File: src/rtl/uart_pkg.sv
// Shared UART transmit definitions: frame state encoding and line constants.
`timescale 1ns/1ps
package uart_pkg;

    typedef enum logic [2:0] {
        IDLE   = 3'd0,
        START  = 3'd1,
        DATA   = 3'd2,
        PARITY = 3'd3,
        STOP   = 3'd4
    } tx_state_t;

    localparam int   UART_OVERSAMPLE = 16;
    localparam logic UART_IDLE_LEVEL = 1'b1;

endpackage

File: src/rtl/uart_tx_scheduler_if.sv
// Requester/baud/line bundle for the shared UART transmitter.
// The master side drives requests and the baud enable; the slave side is the scheduler.
`timescale 1ns/1ps
interface uart_tx_scheduler_if #(
    parameter int DATA_BITS = 8
);
    logic                 baud_tick;
    logic                 req0;
    logic [DATA_BITS-1:0] data0;
    logic                 ack0;
    logic                 req1;
    logic [DATA_BITS-1:0] data1;
    logic                 ack1;
    logic                 txd;
    logic                 busy;
    logic                 grant_id;

    modport master (
        output baud_tick, req0, data0, req1, data1,
        input  ack0, ack1, txd, busy, grant_id
    );

    modport slave (
        input  baud_tick, req0, data0, req1, data1,
        output ack0, ack1, txd, busy, grant_id
    );
endinterface

File: src/rtl/uart_tx_scheduler_arbiter.sv
// Two-way round-robin arbiter. The pointer remembers who was served last so
// that on simultaneous requests the other requester wins. Out of reset the
// pointer marks requester 1 as last served, so requester 0 is favoured.
`timescale 1ns/1ps
module rr_arbiter2 (
    input  logic       clk,
    input  logic       rst_n,
    input  logic [1:0] req,
    input  logic       accept,
    output logic [1:0] grant
);
    logic last;

    // One-hot grant: single requester wins outright, a tie goes to the one not served last.
    always_comb begin
        grant = 2'b00;
        if (req == 2'b11) begin
            grant = last ? 2'b01 : 2'b10;
        end else begin
            grant = req;
        end
    end

    // Pointer moves only when the scheduler actually accepts the grant.
    always_ff @(posedge clk or negedge rst_n) begin
        if (!rst_n) begin
            last <= 1'b1;
        end else if (accept && (grant != 2'b00)) begin
            last <= grant[1];
        end
    end
endmodule

File: src/rtl/uart_tx_scheduler.sv
// Shares one UART TX line between two requesters, one frame per grant.
// Frame: start bit, DATA_BITS data LSB first, optional even parity, STOP_BITS stop bits.
// Bit timing is OVERSAMPLE baud_tick enables per bit.
// Optional feature macro: UART_TX_PARITY_EN adds an even-parity bit after the data.
`timescale 1ns/1ps
module uart_tx_scheduler
    import uart_pkg::*;
#(
    parameter int DATA_BITS  = 8,
    parameter int OVERSAMPLE = UART_OVERSAMPLE,
    parameter int STOP_BITS  = 1
) (
    input  logic                 clk,
    input  logic                 rst_n,
    uart_tx_scheduler_if.slave   bus
);
    localparam int TW = (OVERSAMPLE > 1) ? $clog2(OVERSAMPLE) : 1;

    localparam logic [2:0] S_IDLE   = IDLE;
    localparam logic [2:0] S_START  = START;
    localparam logic [2:0] S_DATA   = DATA;
    localparam logic [2:0] S_PARITY = PARITY;
    localparam logic [2:0] S_STOP   = STOP;

    logic [2:0]           state;
    logic [TW-1:0]        tick_cnt;
    logic [3:0]           bit_cnt;
    logic [DATA_BITS-1:0] shift;
    logic                 txd_r;
    logic                 busy_r;
    logic                 grant_id_r;
    logic [1:0]           grant;
    logic                 idle;
    logic                 accept;
    logic                 bit_end;
    logic [DATA_BITS-1:0] win_data;
`ifdef UART_TX_PARITY_EN
    logic                 parity_bit;
`endif

    rr_arbiter2 u_arb (
        .clk    (clk),
        .rst_n  (rst_n),
        .req    ({bus.req1, bus.req0}),
        .accept (accept),
        .grant  (grant)
    );

    assign idle     = (state == S_IDLE);
    // Grant is taken in the same cycle the request is seen while idle; ack is that cycle.
    assign accept   = rst_n && idle && (grant != 2'b00);
    assign win_data = grant[1] ? bus.data1 : bus.data0;
    assign bit_end  = bus.baud_tick && (tick_cnt == TW'(OVERSAMPLE - 1));

    assign bus.ack0     = accept && grant[0];
    assign bus.ack1     = accept && grant[1];
    assign bus.txd      = txd_r;
    assign bus.busy     = busy_r;
    assign bus.grant_id = grant_id_r;

    // Oversample tick counter: restarts at grant so the start bit spans a full bit period.
    always_ff @(posedge clk or negedge rst_n) begin
        if (!rst_n) begin
            tick_cnt <= '0;
        end else if (accept) begin
            tick_cnt <= '0;
        end else if (!idle && bus.baud_tick) begin
            tick_cnt <= bit_end ? '0 : tick_cnt + 1'b1;
        end
    end

    // Payload capture at grant and LSB-first shifting at each data bit end.
    always_ff @(posedge clk) begin
        if (accept) begin
            shift <= win_data;
`ifdef UART_TX_PARITY_EN
            parity_bit <= ^win_data;
`endif
        end else if ((state == S_DATA) && bit_end) begin
            shift <= shift >> 1;
        end
    end

    // Frame sequencer; txd and busy are registered so they change on the edge after a decision.
    always_ff @(posedge clk or negedge rst_n) begin
        if (!rst_n) begin
            state      <= S_IDLE;
            bit_cnt    <= '0;
            txd_r      <= UART_IDLE_LEVEL;
            busy_r     <= 1'b0;
            grant_id_r <= 1'b0;
        end else begin
            case (state)
                S_IDLE: begin
                    if (accept) begin
                        state      <= S_START;
                        txd_r      <= ~UART_IDLE_LEVEL;
                        busy_r     <= 1'b1;
                        grant_id_r <= grant[1];
                        bit_cnt    <= '0;
                    end
                end
                S_START: begin
                    if (bit_end) begin
                        state   <= S_DATA;
                        txd_r   <= shift[0];
                        bit_cnt <= '0;
                    end
                end
                S_DATA: begin
                    if (bit_end) begin
                        if (bit_cnt == 4'(DATA_BITS - 1)) begin
                            bit_cnt <= '0;
`ifdef UART_TX_PARITY_EN
                            state   <= S_PARITY;
                            txd_r   <= parity_bit;
`else
                            state   <= S_STOP;
                            txd_r   <= UART_IDLE_LEVEL;
`endif
                        end else begin
                            bit_cnt <= bit_cnt + 1'b1;
                            txd_r   <= shift[1];
                        end
                    end
                end
                S_PARITY: begin
                    if (bit_end) begin
                        state   <= S_STOP;
                        txd_r   <= UART_IDLE_LEVEL;
                        bit_cnt <= '0;
                    end
                end
                S_STOP: begin
                    if (bit_end) begin
                        if (bit_cnt == 4'(STOP_BITS - 1)) begin
                            state   <= S_IDLE;
                            busy_r  <= 1'b0;
                            bit_cnt <= '0;
                        end else begin
                            bit_cnt <= bit_cnt + 1'b1;
                        end
                    end
                end
                default: begin
                    state   <= S_IDLE;
                    txd_r   <= UART_IDLE_LEVEL;
                    busy_r  <= 1'b0;
                    bit_cnt <= '0;
                end
            endcase
        end
    end
endmodule

File: src/flat_wrapper.sv
// flat-port wrapper written by rule: the top's interface ports become plain ports
module uart_tx_scheduler_flat import uart_pkg::*;
#(
    parameter int DATA_BITS  = 8,
    parameter int OVERSAMPLE = UART_OVERSAMPLE,
    parameter int STOP_BITS  = 1
)
  (clk, rst_n, bus_baud_tick, bus_req0, bus_data0, bus_req1, bus_data1, bus_ack0, bus_ack1, bus_txd, bus_busy, bus_grant_id);
  uart_tx_scheduler_if #(.DATA_BITS(DATA_BITS)) bus_i ();
  input  logic clk;
  input  logic rst_n;
  input wire logic [$bits(bus_i.baud_tick)-1:0] bus_baud_tick;
  input wire logic [$bits(bus_i.req0)-1:0] bus_req0;
  input wire logic [$bits(bus_i.data0)-1:0] bus_data0;
  input wire logic [$bits(bus_i.req1)-1:0] bus_req1;
  input wire logic [$bits(bus_i.data1)-1:0] bus_data1;
  output wire logic [$bits(bus_i.ack0)-1:0] bus_ack0;
  output wire logic [$bits(bus_i.ack1)-1:0] bus_ack1;
  output wire logic [$bits(bus_i.txd)-1:0] bus_txd;
  output wire logic [$bits(bus_i.busy)-1:0] bus_busy;
  output wire logic [$bits(bus_i.grant_id)-1:0] bus_grant_id;
  assign bus_i.baud_tick = bus_baud_tick;
  assign bus_i.req0 = bus_req0;
  assign bus_i.data0 = bus_data0;
  assign bus_i.req1 = bus_req1;
  assign bus_i.data1 = bus_data1;
  assign bus_ack0 = bus_i.ack0;
  assign bus_ack1 = bus_i.ack1;
  assign bus_txd = bus_i.txd;
  assign bus_busy = bus_i.busy;
  assign bus_grant_id = bus_i.grant_id;
  uart_tx_scheduler #(.DATA_BITS(DATA_BITS), .OVERSAMPLE(OVERSAMPLE), .STOP_BITS(STOP_BITS)) u_core (.clk(clk), .rst_n(rst_n), .bus(bus_i));
endmodule
File: config.mk
export PLATFORM = sky130hd
export DESIGN_NAME = uart_tx_scheduler_flat
export DESIGN_NICKNAME = d
export VERILOG_FILES = /design/src/rtl/uart_pkg.sv /design/src/rtl/uart_tx_scheduler_if.sv /design/src/rtl/uart_tx_scheduler_arbiter.sv /design/src/rtl/uart_tx_scheduler.sv /design/src/flat_wrapper.sv
export SDC_FILE = /design/constraint.sdc
export NUM_CORES = 1
export LEC_CHECK = 0
export ABC_AREA = 1
export BUFFER_PORTS_ARGS = -buffer_cell sky130_fd_sc_hd__buf_2
export CORE_ASPECT_RATIO = 0.7
export CORE_MARGIN = 2
export CORE_UTILIZATION = 50
export DETAILED_ROUTE_END_ITERATION = 7
export HOLD_SLACK_MARGIN = 0.12
export PLACE_DENSITY = 0.73
export RECOVER_POWER = 25
export SYNTH_ARGS = -nofsm -noshare
export SYNTH_HDL_FRONTEND = slang
export SYNTH_SLANG_ARGS = --single-unit
File: constraint.sdc
create_clock -name clk -period 4.6 [get_ports clk]
set_clock_uncertainty 0.05 [all_clocks]
set_input_delay 0.92 -clock clk [delete_from_list [all_inputs] [get_ports clk]]
set_output_delay 0.92 -clock clk [all_outputs]
set_load 0.05 [all_outputs]
==> results of run 1 <==
[kinds of logic after synthesis]
group / count (synthesis) / synth area share
DFF: 23 / 0.449
xor gates and xnor gates: 2 / 0.0127
adders and majority gates: 3 / 0.0273
and+or+nand+nor: 85 / 0.288
AOI/OAI and AO/OA: 30 / 0.163
buffers and inverters: 20 / 0.0609
[registers in the layout, summed over array words and instances, names as in the netlist]
register             cells
u_core.bit_cnt           4
u_core.bus.busy          1
u_core.bus.txd           1
u_core.u_arb.last        1
u_core.state             3
u_core.shift             8
u_core.tick_cnt          4
u_core.bus.grant_id      1
[per-stage QoR]
step,std cells,util
6_report,224,0.621
5_1_grt,224,0.621
4_1_cts,224,0.622
3_5_place_dp,220,0.603
3_3_place_gp,220,0.603
2_1_floorplan,163,-
[routing by layer]
layer / track usage / vias up
met3: 0.0565 / 7
li1: - / 593
met5: 0 / -
met1: 0.248 / 572
met2: 0.380 / 25
met4: 0.0612 / 0
[area by class of cell]
cell class,instances,area share
multi-input combinational,120,0.429
sequential,23,0.393
timing repair buffer,25,0.0787
inverter,18,0.0429
tap,34,0.0270
clock buffer,3,0.0262
clock inverter,1,0.00318
[worst min-delay path, cell delays in order, from the launching register on]
cell	delay (ns)
dfstp_2	0.38
nand2_1	0.06
nand2_1	0.05
[path summary, 6_finish.rpt]
path	startpoint	end	slack, ns
setup / recovery	rst_n	bus_ack1	1.36
min in group asynchronous	rst_n	u_core.bus.busy	0.75
hold reg to reg	u_core.u_arb.last	u_core.u_arb.last	0.43
max in group asynchronous	rst_n	u_core.bit_cnt[1]	3.15
setup reg to reg	u_core.tick_cnt[1]	u_core.shift[2]	2.45
hold / removal	u_core.u_arb.last	u_core.u_arb.last	0.43
[layout by cell type (no fill, tap or decap), types with 2 or more instances in the layout]
cell type,instances
nand2_1,43
nor2_1,25
buf_2,24
inv_1,16
dfrtp_1,13
o21ai_0,10
edfxtp_1,8
o31ai_2,6
nand3_1,6
o21ai_1,4
ha_1,3
clkbuf_8,3
inv_2,2
nand4_1,2
nor2_2,2
o31ai_1,2
nand3b_1,2
xor2_1,2
o21bai_1,2
a21oi_1,2
dfstp_2,2
[power breakdown]
part	total [mW]	internal [mW]	switching [mW]
registers	0.339	0.288	0.0510
clock network	0.125	0.0606	0.0641
logic	0.405	0.128	0.276
==> flow_summary_export.csv, run 1 <==
group,metric,value,unit
run_status,outcome,"finished clean",
pwr,ir_worst_vdd,262,uV
hold_path,worstHoldPathCells,2,
yosys,ys_async_sr_fraction,0.652,
yosys,synthesis.nets,187,
clocking,clock_path_buffers,2,
route,dr_total_vias,1197,
floorplan,die_height,47.9,um
placed_design,io_buffers,25,
route,drt-wirelength-per-cell,12.6,um
sta,max_slew_margin,0.243,
sta,period_needed,3.24,ns
placed_design,hpwl,2.21,mm
finish,num_antenna_cells,0,
clocking,post-cts-setup-buffer-count,0,
critical_path,crit_path_end_kind,"primary output",
global_route,grt_pass1_wl,4.89,mm
floorplan,ioPinCount,26,
yosys,synth.area.top_cells,"dfrtp_1 (24%), edfxtp_1 (17%), nand2_1 (12%)",
sta,tightest_slew,1.12,ns
route,drt-pass1-iter-count,4,
clocking,h-tree-depth,1,
floorplan,fp.coreArea,2530,um2
critical_path,slowest_delay,0.73,ns
route,wl_met2,1.32,mm
placed_design,pre_cts_ws,1.77,ns
clocking,clock_latency,0.27,ns
sta,setup-tns-final,0,ns
yosys,synth_top_area_frac,0.236,
pwr,pwr_density_cell,552,nW/um2
critical_path,path_class,"input port to primary output",
sta,rsz0062_at_grt,"no",
yosys,yosysMostFrequentCell,"nand2_1",
critical_path,critPathTopFamily,"buffers and inverters",
yosys,netlist_top_cells_count,"nand2_1 (43), nor2_1 (25), inv_1 (16)",
route,drc,0,
route,drt-total-wl,2.81,mm
route,ant_nets,0,
clocking,cts_made_buffers,3,
finish,register_area,618,um2
global_route,antenna_found_initial,0,
yosys,synth_cells,163,
finish,layout-drive-gt1-share,0.247,
finish,syn_to_final_growth,14.3,%
clocking,clk_pin_slew,0.08,ns
yosys,synth_area,1380,um2
sta,finalCritPeriodShare,0.705,
sta,slew_viol_final,0,
hold_path,hold_class,"flip-flop to flip-flop",
yosys,yosysWarnings,0,
sta,setup_viol,0,
critical_path,worstRegToRegCells,3,
yosys,yosys.area.top_type,"dfrtp_1",
global_route,first_global_vias,1191,
route,routed.top_layer,"met4",
yosys,synth-main-ff-cell,"dfrtp_1",
pwr,p_leak,0.781,nW
global_route,grtUsageTotal,0.208,
yosys,syn_avg_cell_area,8.45,um2
route,drtIter0Drc,49,
clocking,cts_root_buffer,"clkbuf_8",
critical_path,cp-start-kind,"input port",
clocking,clock_sinks,23,
route,vias_per_cell,5.34,
floorplan,rows,15,
placed_design,dpl_cell_area,1530,um2
clocking,post_cts_resized,0,
critical_path,crit_buf_inv,2,
finish,multi_input_area,676,um2
global_route,grt_max_degree,24,
global_route,grt_overflow,0,
finish,fillCellCount,230,
clocking,cts-hold-fix-buffers,0,
finish,stdcell_area,1570,um2
pwr,power.total,0.869,mW
placed_design,gp_congestion,0.732,
sta,fmax,309,MHz
floorplan,dieArea,3200,um2
route,dr_wl_met3,117,um
floorplan,initial_core_util,0.544,
yosys,synth-seq-cells,23,
yosys,synth-edff-count,8,
critical_path,crit_arrival,2.27,ns
critical_path,path_depth,4,
yosys,synth.distinct_cells,30,
route,met1Wirelength,1.34,mm
job,maxCapViolCount,0,
critical_path,cp_cell_sequence,"clkbuf_1 > nand2_1 > nor2_1 > buf_2",
sta,setup_ws,1.36,ns
critical_path,path_max_fanout,18,
floorplan,die_w,66.7,um
clocking,cts_tree,"built",
yosys,yosysSeqAreaShare,0.449,
sta,finalHoldViolations,0,
critical_path,required,3.63,ns
sta,whs,0.430,ns
critical_path,slowest_stage,"clkbuf_1",
finish,final_nets,215,
No activity file was read; power rests on OpenSTA's default activity.
==> run 2, diff against run 1 <==
==> constraint.sdc (replaced) <==
create_clock -name clk -period 3.35 [get_ports clk]
set_clock_uncertainty 0.05 [all_clocks]
set_input_delay 0.67 -clock clk [delete_from_list [all_inputs] [get_ports clk]]
set_output_delay 0.67 -clock clk [all_outputs]
set_load 0.05 [all_outputs]
==> run 2 against run 1 <==
Sequential power is 38% higher. Via count shrank 1.9%. Largest cell class unchanged. First-iteration DRC count grew 31%. Clock power up 35%. Count of clock-buffer cells in the layout unchanged. Setup slack got worse by 0.42 ns. Cell area is essentially flat. Largest power group unchanged. Sequential share of layout area is essentially flat. Critical path depth is 2 higher.
==> flow_summary_export.csv, run 2 (synthesis gave the netlist of run 1 again) <==
group,metric,value,unit
route,drtIter0Drc,64,
sta,rsz0062_at_grt,"no",
critical_path,cp-startpoint,"u_core.state[2]",
sta,max_slew_margin,0.203,
global_route,first_global_vias,1182,
clocking,cts_root_buffer,"clkbuf_8",
clocking,cts_made_buffers,3,
critical_path,cp-start-kind,"flip-flop",
route,ant_nets,0,
critical_path,crit_end,"bus_ack1",
sta,finalHoldViolations,0,
finish,top_regs,"u_core.shift: 8 flops, u_core.bit_cnt: 4 flops, u_core.tick_cnt: 4 flops",
pwr,p_leak,0.784,nW
clocking,clk_pin_slew,0.08,ns
route,drt-wirelength-per-cell,12.4,um
floorplan,dieArea,3200,um2
sta,tightest_slew,1.18,ns
sta,period_needed,2.41,ns
run_status,outcome,"finished clean",
floorplan,initial_core_util,0.544,
finish,final_nets,215,
finish,num_antenna_cells,0,
clocking,post_cts_resized,0,
clocking,cts_tree,"built",
finish,largest_reg_flops,8,
pwr,pwr_density_cell,757,nW/um2
finish,largest_register,"u_core.shift",
critical_path,worstReg2RegEnd,"u_core.shift[2]",
sta,setup-tns-final,0,ns
pwr,clockPowerShare,0.142,
finish,syn_to_final_growth,14.4,%
critical_path,crit_arrival,1.69,ns
pwr,p_sw,0.538,mW
critical_path,path_max_fanout,6,
sta,whs,0.277,ns
global_route,grt_overflow,0,
global_route,antenna_found_initial,0,
critical_path,reg2reg_from,"u_core.tick_cnt[0]",
clocking,h-tree-depth,1,
floorplan,die_w,66.7,um
global_route,grt_max_degree,24,
finish,finalNonFillerCells,224,
floorplan,ioPinCount,26,
pwr,combPwrFrac,0.466,
critical_path,path_class,"flip-flop to primary output",
pwr,seqPwrFrac,0.392,
route,drt-pass1-iter-count,4,
clocking,clock_sinks,23,
route,drc,0,
critical_path,required,2.63,ns
pwr,p_int,0.655,mW
critical_path,reg2reg_slack,1.17,ns
clocking,clock_latency,0.26,ns
finish,stdcell_area,1580,um2
finish,layout-drive-gt1-share,0.253,
job,maxCapViolCount,0,
finish,final_common_cell,"nand2_1",
floorplan,rows,15,
placed_design,io_buffers,25,
sta,fmax,414,MHz
route,dr_total_vias,1174,
sta,slew_viol_final,0,
floorplan,fp.coreArea,2530,um2
clocking,cts-hold-fix-buffers,0,
sta,finalCritPeriodShare,0.721,
pwr,ir_worst_vdd,391,uV
pwr,switching_share,0.451,
route,drt-total-wl,2.78,mm
floorplan,die_height,47.9,um
global_route,grt_pass1_wl,5.11,mm
hold_path,hold_class,"input port to asynchronous set/reset pin",
critical_path,crit_path_end_kind,"primary output",
finish,post-route-util,0.622,
placed_design,gp_congestion,0.809,
sta,setup_viol,0,
critical_path,worstRegToRegCells,3,
route,vias_per_cell,5.24,
finish,layout_common_cells,"nand2_1 (43), nor2_1 (25), buf_2 (25), inv_1 (16), dfrtp_1 (13)",
clocking,post-cts-setup-buffer-count,0,
placed_design,placed_cells,220,
clocking,clock_path_buffers,2,
placed_design,hpwl,2.20,mm
placed_design,dpl_cell_area,1530,um2
global_route,grtUsageTotal,0.216,
run 2: cell types whose count changed in the layout (fill, tap and decap cells not counted):
cell | before | now
buf_2 | 24 | 25
clkbuf_1 | 1 | 0
run 2: through the flow:
stage | setup WS (ns) | total power, mW
2_1_floorplan | 1.02 | 0.904
3_3_place_gp | 1.06 | 1.00
3_5_place_dp | 0.922 | 1.03
4_1_cts | 0.934 | 1.20
5_1_grt | 0.795 | 1.30
6_report | 0.936 | 1.19
run 2: layout make-up:
cell class | instances | area (um2)
clock buffers | 3 | 41.3
fillers | 234 | 958
repair buffers | 25 | 125
clock inverters | 1 | 5.00
flip-flops and latches | 23 | 618
inverters | 18 | 67.6
well taps | 34 | 42.5
multi-input cells | 120 | 676
run 2: power groups by stage:
stage | Clock (mW) | Sequential, mW | Combinational, mW
final | 0.169 | 0.468 | 0.556
after global routing | 0.187 | 0.477 | 0.634
after global placement | 0 | 0.466 | 0.537
after detailed placement | 0 | 0.472 | 0.555
after CTS | 0.172 | 0.465 | 0.558
after floorplan | 0 | 0.513 | 0.391
run 2: how the worst min path moves through the flow:
| stage | start | end | slack (ns) | depth (start not counted) |
|---|---|---|---|---|
| final | rst_n | u_core.tick_cnt[1] | 0.28 | 1 |
| after global routing | rst_n | u_core.tick_cnt[1] | 0.30 | 1 |
| after CTS | rst_n | u_core.state[0] | 0.28 | 1 |
| after detailed placement | u_core.u_arb.last | u_core.u_arb.last | 0.41 | 2 |
| after global placement | u_core.bus.grant_id | u_core.bus.grant_id | 0.41 | 2 |
| after floorplan | rst_n | u_core.bit_cnt[0] | 0.32 | 0 |
run 2: per-layer routing:
layer | wire length [um] | GRT usage
met1 | 1350 | 0.278
met2 | 1300 | 0.374
met3 | 121 | 0.0588
met4 | 18 | 0.0531
met5 | 0 | 0
run 2: critical path: stages, from the launching register on:
cell and delay (ns):
dfrtp_1 0.46, inv_2 0.13, nand2_2 0.11, nor2_4 0.18
nand2_1 0.10, nor2_1 0.16, buf_2 0.29
